===== config.mk =====
export PLATFORM = sky130hd
export DESIGN_NAME = mux_scan_reg
export DESIGN_NICKNAME = d
export VERILOG_FILES = /design/src/rtl/mux_scan_pkg.sv /design/src/rtl/scan_seq.sv /design/src/rtl/mux_scan_reg.sv
export SDC_FILE = /design/constraint.sdc
export NUM_CORES = 1
export LEC_CHECK = 0
export ABC_AREA = 1
export ABC_CLOCK_PERIOD_IN_PS = 3600
export CORE_MARGIN = 4
export CORE_UTILIZATION = 40
export CTS_CLUSTER_SIZE = 30
export DETAILED_ROUTE_END_ITERATION = 12
export PLACE_DENSITY = 0.66
export SYNTH_ARGS = -nofsm -noshare
export SYNTH_HDL_FRONTEND = slang
export SYNTH_SLANG_ARGS = --single-unit

===== constraint.sdc =====
create_clock -name clk -period 3.6 [get_ports clk]
set_clock_uncertainty 0.1 [all_clocks]
set_input_delay 0.72 -clock clk [delete_from_list [all_inputs] [get_ports clk]]
set_output_delay 0.72 -clock clk [all_outputs]
set_load 0.02 [all_outputs]

===== src/rtl/mux_scan_pkg.sv =====
// -----------------------------------------------------------------------------
// mux_scan_pkg
// Shared types and constants for the registered scanning multiplexer.
//   scan_state_t : sequencer mode, STATIC (external select) or SCAN (internal)
//   DWELL_W      : width of the dwell setting and the dwell counter
// -----------------------------------------------------------------------------
package mux_scan_pkg;

    typedef enum logic {
        STATIC,
        SCAN
    } scan_state_t;

    localparam int DWELL_W = 8;

endpackage


===== src/rtl/scan_seq.sv =====
// -----------------------------------------------------------------------------
// scan_seq
// Scan sequencer.
//
// The mode register follows `scan` one cycle late. In SCAN, the sequencer
// steps an input counter through 0..INPUTS-1 and holds each value for dwell+1
// cycles. In STATIC, the external select passes through.
//
// Ports:
//   clk, rst_b  : clock and asynchronous active-low reset
//   scan        : 0 = static mode, 1 = auto-scan mode
//   hold        : freezes both counters while high
//   dwell       : cycles per input minus one
//   s           : static select
//   sel_cur     : effective select for this cycle
//   frame_next  : this cycle is the first sample of input 0 in a frame
//   err_next    : effective select is out of range
// -----------------------------------------------------------------------------
module scan_seq
    import mux_scan_pkg::*;
#(
    parameter int INPUTS = 4,
    parameter int SW     = $clog2(INPUTS)
) (
    input  logic               clk,
    input  logic               rst_b,
    input  logic               scan,
    input  logic               hold,
    input  logic [DWELL_W-1:0] dwell,
    input  logic [SW-1:0]      s,
    output logic [SW-1:0]      sel_cur,
    output logic               frame_next,
    output logic               err_next
);

    localparam logic [SW-1:0] LAST_SEL = SW'(INPUTS - 1);

    scan_state_t        state_q, state_d;
    logic [DWELL_W-1:0] dwell_cnt_q, dwell_cnt_d;
    logic [SW-1:0]      scan_cnt_q, scan_cnt_d;

    // NOTE: sequential state uses non-blocking assignments only, so every
    // register samples pre-edge values regardless of process ordering.
    always_ff @(posedge clk or negedge rst_b) begin
        if (!rst_b) begin
            state_q     <= STATIC;
            dwell_cnt_q <= '0;
            scan_cnt_q  <= '0;
        end else begin
            state_q     <= state_d;
            dwell_cnt_q <= dwell_cnt_d;
            scan_cnt_q  <= scan_cnt_d;
        end
    end

    // NOTE: every signal assigned here gets a default first. This keeps
    // the block purely combinational, with no inferred latch.
    always_comb begin
        state_d     = scan ? SCAN : STATIC;
        dwell_cnt_d = dwell_cnt_q;
        scan_cnt_d  = scan_cnt_q;
        if (!scan) begin
            // Leaving (or staying out of) scan: the next SCAN visit starts
            // at input 0 with a fresh dwell.
            dwell_cnt_d = '0;
            scan_cnt_d  = '0;
        end else if (state_q == SCAN && !hold) begin
            if (dwell_cnt_q == dwell) begin
                dwell_cnt_d = '0;
                scan_cnt_d  = (scan_cnt_q == LAST_SEL) ? '0 : scan_cnt_q + 1'b1;
            end else begin
                // Past a freshly lowered dwell, this wraps through 255 to 0.
                dwell_cnt_d = dwell_cnt_q + 1'b1;
            end
        end
    end

    assign sel_cur    = (state_q == SCAN) ? scan_cnt_q : s;
    assign frame_next = (state_q == SCAN) && (scan_cnt_q == '0) &&
                        (dwell_cnt_q == '0) && !hold;
    // Only the static select can reach the unused codes when INPUTS is not
    // a power of two.
    assign err_next   = (int'(sel_cur) >= INPUTS);

endmodule


===== src/rtl/mux_scan_reg.sv =====
// -----------------------------------------------------------------------------
// mux_scan_reg
// Registered N-channel, M-to-1 multiplexer with per-channel active-low
// enables, a shared select, and an optional auto-scan sequencer.
//
// Ports:
//   clk, rst_b : clock and asynchronous active-low reset
//   i          : data inputs, [CHANNELS][INPUTS][WIDTH]
//   en_b       : per-channel active-low enable. A disabled channel outputs 0.
//   s          : static select
//   scan       : 0 = static mode, 1 = auto-scan mode
//   hold       : freezes the scan sequencer
//   dwell      : cycles per input in scan mode, minus one
//   z          : registered selected data, [CHANNELS][WIDTH]
//   sel_o      : select value that produced the current z
//   frame_o    : first sample of input 0 in a scan frame
//   err_o      : the select that produced z was >= INPUTS (z forced to 0)
// -----------------------------------------------------------------------------
module mux_scan_reg
    import mux_scan_pkg::*;
#(
    parameter int WIDTH    = 1,
    parameter int INPUTS   = 4,
    parameter int CHANNELS = 2,
    parameter int SW       = $clog2(INPUTS)
) (
    input  logic                                  clk,
    input  logic                                  rst_b,
    input  logic [CHANNELS-1:0][INPUTS-1:0][WIDTH-1:0] i,
    input  logic [CHANNELS-1:0]                   en_b,
    input  logic [SW-1:0]                         s,
    input  logic                                  scan,
    input  logic                                  hold,
    input  logic [DWELL_W-1:0]                    dwell,
    output logic [CHANNELS-1:0][WIDTH-1:0]        z,
    output logic [SW-1:0]                         sel_o,
    output logic                                  frame_o,
    output logic                                  err_o
);

    logic [SW-1:0] sel_cur;
    logic          frame_next;
    logic          err_next;

    scan_seq #(
        .INPUTS (INPUTS),
        .SW     (SW)
    ) u_seq (
        .clk        (clk),
        .rst_b      (rst_b),
        .scan       (scan),
        .hold       (hold),
        .dwell      (dwell),
        .s          (s),
        .sel_cur    (sel_cur),
        .frame_next (frame_next),
        .err_next   (err_next)
    );

    logic [CHANNELS-1:0][WIDTH-1:0] z_d, z_q;
    logic [SW-1:0]                  sel_q;
    logic                           frame_q, err_q;

    for (genvar c = 0; c < CHANNELS; c++) begin : g_chan
        logic [WIDTH-1:0] pick;

        // An explicit compare loop keeps out-of-range selects from indexing
        // past the input array. The error case is zeroed anyway.
        always_comb begin
            pick = '0;
            if (!en_b[c] && !err_next) begin
                for (int k = 0; k < INPUTS; k++) begin
                    if (sel_cur == SW'(k)) begin
                        pick = i[c][k];
                    end
                end
            end
        end

        assign z_d[c] = pick;
    end

    always_ff @(posedge clk or negedge rst_b) begin
        if (!rst_b) begin
            z_q     <= '0;
            sel_q   <= '0;
            frame_q <= 1'b0;
            err_q   <= 1'b0;
        end else begin
            z_q     <= z_d;
            sel_q   <= sel_cur;
            frame_q <= frame_next;
            err_q   <= err_next;
        end
    end

    assign z       = z_q;
    assign sel_o   = sel_q;
    assign frame_o = frame_q;
    assign err_o   = err_q;

endmodule


==> results by stage <==
Outcome:
- The flow ran to the end, and the final reports show no timing, DRC or antenna violations.

Layout:
- Registers take between 400 and 500 um^2.
- The finished cells cover 0.00140 mm^2.
- The fill cell total of the finished layout is ~240.
- At the end of the flow the core is filled with cells to 0.554.
- The number of antenna diodes in the final layout is 0.
- The area of combinational cells with multiple inputs is around 540 um^2.
- The share of cells above drive strength 1 is 0.0833.
- The number of nets at the end of the flow is around 210.
- From synthesis to final layout, the design area changed by 30.0%.
- The count of non-filler cells in the finished layout is 210.

CTS:
- TritonCTS built the clock tree.
- No sink is reached through more buffers than the 2 on the longest clock path.
- The number of clock buffers added by TritonCTS is 3.
- In this run the number of H-tree levels came out at 1.
- After clock tree synthesis, the setup repair step added 0 buffers.
- In this run, post-CTS hold repair placed 0 buffers.
- The latest clock arrival within the worst-skew pair is 0.28 ns.
- After clock tree synthesis, the clock-pin slew on the worst setup and hold paths is 0.09 ns.
- For this design, the sink count on the clock tree is 16.
- The number of instances resized during post-cts repair is 0.
- The tree is rooted in a sky130_fd_sc_hd__clkbuf_4.

Placed design:
- The cell area after placement is 0.00136 mm^2.
- OpenSTA, run right after detailed placement, puts the worst setup slack at between 1 and 1.5 ns.
- The total half-perimeter wirelength after legalization and detailed placement is 1840 um.
- The number of buffer cells added on primary ports is 28.
- After detailed placement, the design holds a cell count of 206.
- Routability-driven placement finished with a final weighted congestion of 0.822.

Worst setup path:
- On the worst path, the slowest cell contributes a delay of 0.60 ns.
- The kind of start point of the critical path is a flip-flop.
- Walking the worst path, the cells encountered are clkdlybuf4s50_1.
- STA puts the critical path data required time at between 2 and 3 ns.
- The worst setup path is captured at an output port.
- The slowest stage of the critical path is the sky130_fd_sc_hd__clkdlybuf4s50_1 cell.
- For the worst setup path, the data arrival time is 1.23 ns.
- The worst register-to-register path has a setup slack of between 2 and 2.5 ns.
- The kind of cell with the highest combined delay along the critical path is buffers and inverters.
- Along the worst path, the maximum fanout reaches 1.
- The worst path buffer plus inverter count is 1.
- The critical path is of the reg2out type.

Detailed routing:
- Dividing the detail-routed via count by the number of cells gives about 4.7.
- After detailed routing, the average wire length per cell comes to 10.7 um.
- Across all layers, the routed design uses 986 vias.
- The post-route DRC violation count is 0.
- The iteration count of the initial detailed-routing pass is 4.
- In this run, the number of DRC markers left after iteration 0 of detailed routing was 57.
- The post-detailed-routing wire length is between 2000 and 2500 um.
- The count of nets left with antenna violations after detail routing is 0.

Logic synthesis:
- Counting distinct cell types in the post-synthesis netlist gives 24.
- After synthesis the netlist holds a flip-flop and latch count of 16.
- Counting instances in the post-synthesis netlist gives the leading cell types as 51 x sky130_fd_sc_hd__nand2_1, 26 x sky130_fd_sc_hd__inv_1, 16 x sky130_fd_sc_hd__dfrtp_1.
- By area the synthesized netlist is led by sky130_fd_sc_hd__dfrtp_1 37%, sky130_fd_sc_hd__nand2_1 18%, sky130_fd_sc_hd__inv_1 9.1%.
- The xor-xnor portion of the synthesized cell area is 0.0477.
- Synthesis produced a netlist whose cell count is 152.
- The share of synthesized area in the top cell type comes to 0.373.
- Of the synthesized area, sequential elements account for 0.373.
- The multiplexer area fraction after synthesis is 0.
- The library cell with the largest summed area after synthesis is sky130_fd_sc_hd__dfrtp_1.
- The net count after synthesis is 180.
- The compound-gate portion of the synthesized area was 0.0582.
- Of the total synthesized cell area, the portion taken by full adders, half adders and majority gates is 0.0466.
- The Yosys step of the flow raised 0 warnings.
- Counting flops with an async set or reset pin after synthesis yields a share of 1.00.
- Yosys mapped a number of flops with a built-in enable equal to 0.
- Among all flip-flop cells after synthesis, the most frequent one is sky130_fd_sc_hd__dfrtp_1.
- The post-synthesis area per instance is 7.07 um^2.
- Summing every instance area after synthesis gives 0.00107 mm^2.
- Of the total synthesized cell area, the portion taken by AND, OR, NAND and NOR gates is 0.348.
- Yosys instantiated no cell more often than sky130_fd_sc_hd__nand2_1.
- The dominant combinational cell family by area after synthesis is simple AND/OR/NAND/NOR gates.

Power:
- The internal portion of the total power is around 0.32 mW.
- The portion of total power attributed to sequential cells is 0.455.
- Summing internal, switching and leakage power gives 0.464 mW.
- Across the VDD grid, the largest voltage drop is 0.250 mV.
- In this run the power density over the cells is approximately 330 mW/mm^2.
- The switching share of power is 0.303.
- Of the total power, combinational logic draws 0.294.
- The clock network fraction of total power is 0.251.
- The analysis attributes to cell leakage a power of 0.717 nW.
- Summed over all nets, the switching power comes to 0.141 mW.

STA:
- The worst path in the final design needs a cycle of slightly above 2 ns, including I/O delays and setup.
- Setup repair after global routing left no endpoint under its margin.
- Of the available clock period, the critical path in the final layout requires 0.569.
- The peak clock frequency supported by timing is 488 MHz.
- Setup slack on the critical path of the routed design comes to ~1.6 ns.
- The number of hold-slack violations in the final timing report came to 0.
- The final number of setup-violating endpoints is 0.
- The slew at the pin with the worst max-slew slack is 0.713 ns.
- The worst pin sits at a relative slew slack of 0.523.
- Setup total negative slack on the finished layout was measured at 0 ns.
- The tightest hold path in the finished design has a slack of 0.421 ns.
- The number of slew-limit violations in the final report is 0.

Floorplanning:
- The overall die height is 59.8 um.
- The die outline area is 0.00358 mm^2.
- The starting utilization of the core area is 0.426.
- The floorplan step defined a core boundary enclosing 0.00252 mm^2.
- During I/O placement, the number of pins put on the boundary was 30.
- In this run the core area contains 18 standard-cell rows.
- The die is 59.8 um wide.

Global routing:
- The initial antenna violation count is 0.
- The via count of the first global-routing pass is 985.
- The wire length of the first global-routing pass is 4000 um.
- Entering global routing, the biggest net connects 18 pins.
- The global-route total usage across every layer is 0.144.
- For this run the aggregate overflow at the end of global routing stands at 0.

Flow run:
- Across the run, the number of max-cap violations was 0.

Worst hold path:
- The path class of the tightest hold or removal check is reg2reg.
==> registers in the layout, indices dropped and copies added, names as in the netlist <==
signal	cells
z	2
sel_o	2
frame_o	1
u_seq.dwell_cnt_q	8
u_seq.state_q	1
u_seq.scan_cnt_q	2
==> power by group through the flow <==
stage	sequential [mW]	combinational, mW	clock [mW]
floorplan	0.221	0.0711	0
global placement	0.214	0.134	0
CTS	0.211	0.138	0.124
finish	0.211	0.136	0.117
detailed placement	0.215	0.137	0
global route	0.215	0.156	0.131
==> cells in the final DEF (no fill, tap or decap) <==
| master | netlist | layout |
|---|---|---|
| sky130_fd_sc_hd__a21oi_1 | 5 | 5 |
| sky130_fd_sc_hd__ha_1 | 4 | 4 |
| sky130_fd_sc_hd__xnor2_1 | 2 | 2 |
| sky130_fd_sc_hd__o21ai_0 | 2 | 2 |
| sky130_fd_sc_hd__nand2_2 | 3 | 3 |
| sky130_fd_sc_hd__o21ai_1 | 2 | 2 |
| sky130_fd_sc_hd__clkbuf_8 | 0 | 1 |
| sky130_fd_sc_hd__a21oi_2 | 2 | 2 |
| sky130_fd_sc_hd__nor2_1 | 11 | 11 |
| sky130_fd_sc_hd__xnor2_2 | 1 | 1 |
| sky130_fd_sc_hd__nand2_4 | 1 | 1 |
| sky130_fd_sc_hd__nor3_2 | 2 | 2 |
| sky130_fd_sc_hd__inv_2 | 1 | 1 |
| sky130_fd_sc_hd__and2_2 | 1 | 1 |
| sky130_fd_sc_hd__conb_1 | 1 | 1 |
| sky130_fd_sc_hd__xor2_1 | 2 | 2 |
| sky130_fd_sc_hd__clkdlybuf4s50_1 | 0 | 28 |
| sky130_fd_sc_hd__nand3_1 | 7 | 7 |
| sky130_fd_sc_hd__dfrtp_1 | 16 | 16 |
| sky130_fd_sc_hd__clkbuf_4 | 0 | 3 |
| sky130_fd_sc_hd__inv_1 | 26 | 26 |
| sky130_fd_sc_hd__nor3_1 | 1 | 1 |
| sky130_fd_sc_hd__nand2_1 | 51 | 51 |
| sky130_fd_sc_hd__nand4_1 | 7 | 7 |
==> per-layer routing <==
metal | vias up | wire, um | global-route usage
met2 | 24 | 1040 | 0.219
met3 | 4 | 121 | 0.0302
met1 | 438 | 1070 | 0.198
met5 | - | 0 | 0
li1 | 520 | - | -
met4 | 0 | 23 | 0.0601
==> layout make-up <==
| type | count | area share |
|---|---|---|
| multi-input combinational | 105 | 0.388 |
| tap | 30 | 0.0269 |
| inverter | 27 | 0.0725 |
| sequential | 16 | 0.286 |
| timing repair buffer | 28 | 0.201 |
| clock buffer | 4 | 0.0260 |
==> kinds of logic (layout without fill, tap and decap cells) <==
| logic type | Yosys count | count (layout) |
|---|---|---|
| AO/OA/AOI/OAI | 11 | 11 |
| adder cells (fa/ha/maj) | 4 | 4 |
| XOR/XNOR | 5 | 5 |
| buffers and inverters | 31 | 59 |
| other | 1 | 1 |
| AND/OR/NAND/NOR | 84 | 84 |
| flip-flops | 16 | 16 |
==> worst paths after layout <==
check | to | start | cells after the start
min reg2reg | u_seq.scan_cnt_q[1]$_DFFE_PN0P_ | u_seq.scan_cnt_q[1]$_DFFE_PN0P_ | 2
min | u_seq.scan_cnt_q[1]$_DFFE_PN0P_ | u_seq.scan_cnt_q[1]$_DFFE_PN0P_ | 2
max | sel_o[1] | sel_o[1]$_DFF_PN0_ | 1
max in group asynchronous | sel_o[1]$_DFF_PN0_ | rst_b | 1
max reg2reg | u_seq.scan_cnt_q[0]$_DFFE_PN0P_ | u_seq.dwell_cnt_q[4]$_DFFE_PN0P_ | 10
min in group asynchronous | sel_o[0]$_DFF_PN0_ | rst_b | 1
Power figures use the tool's default switching activity.
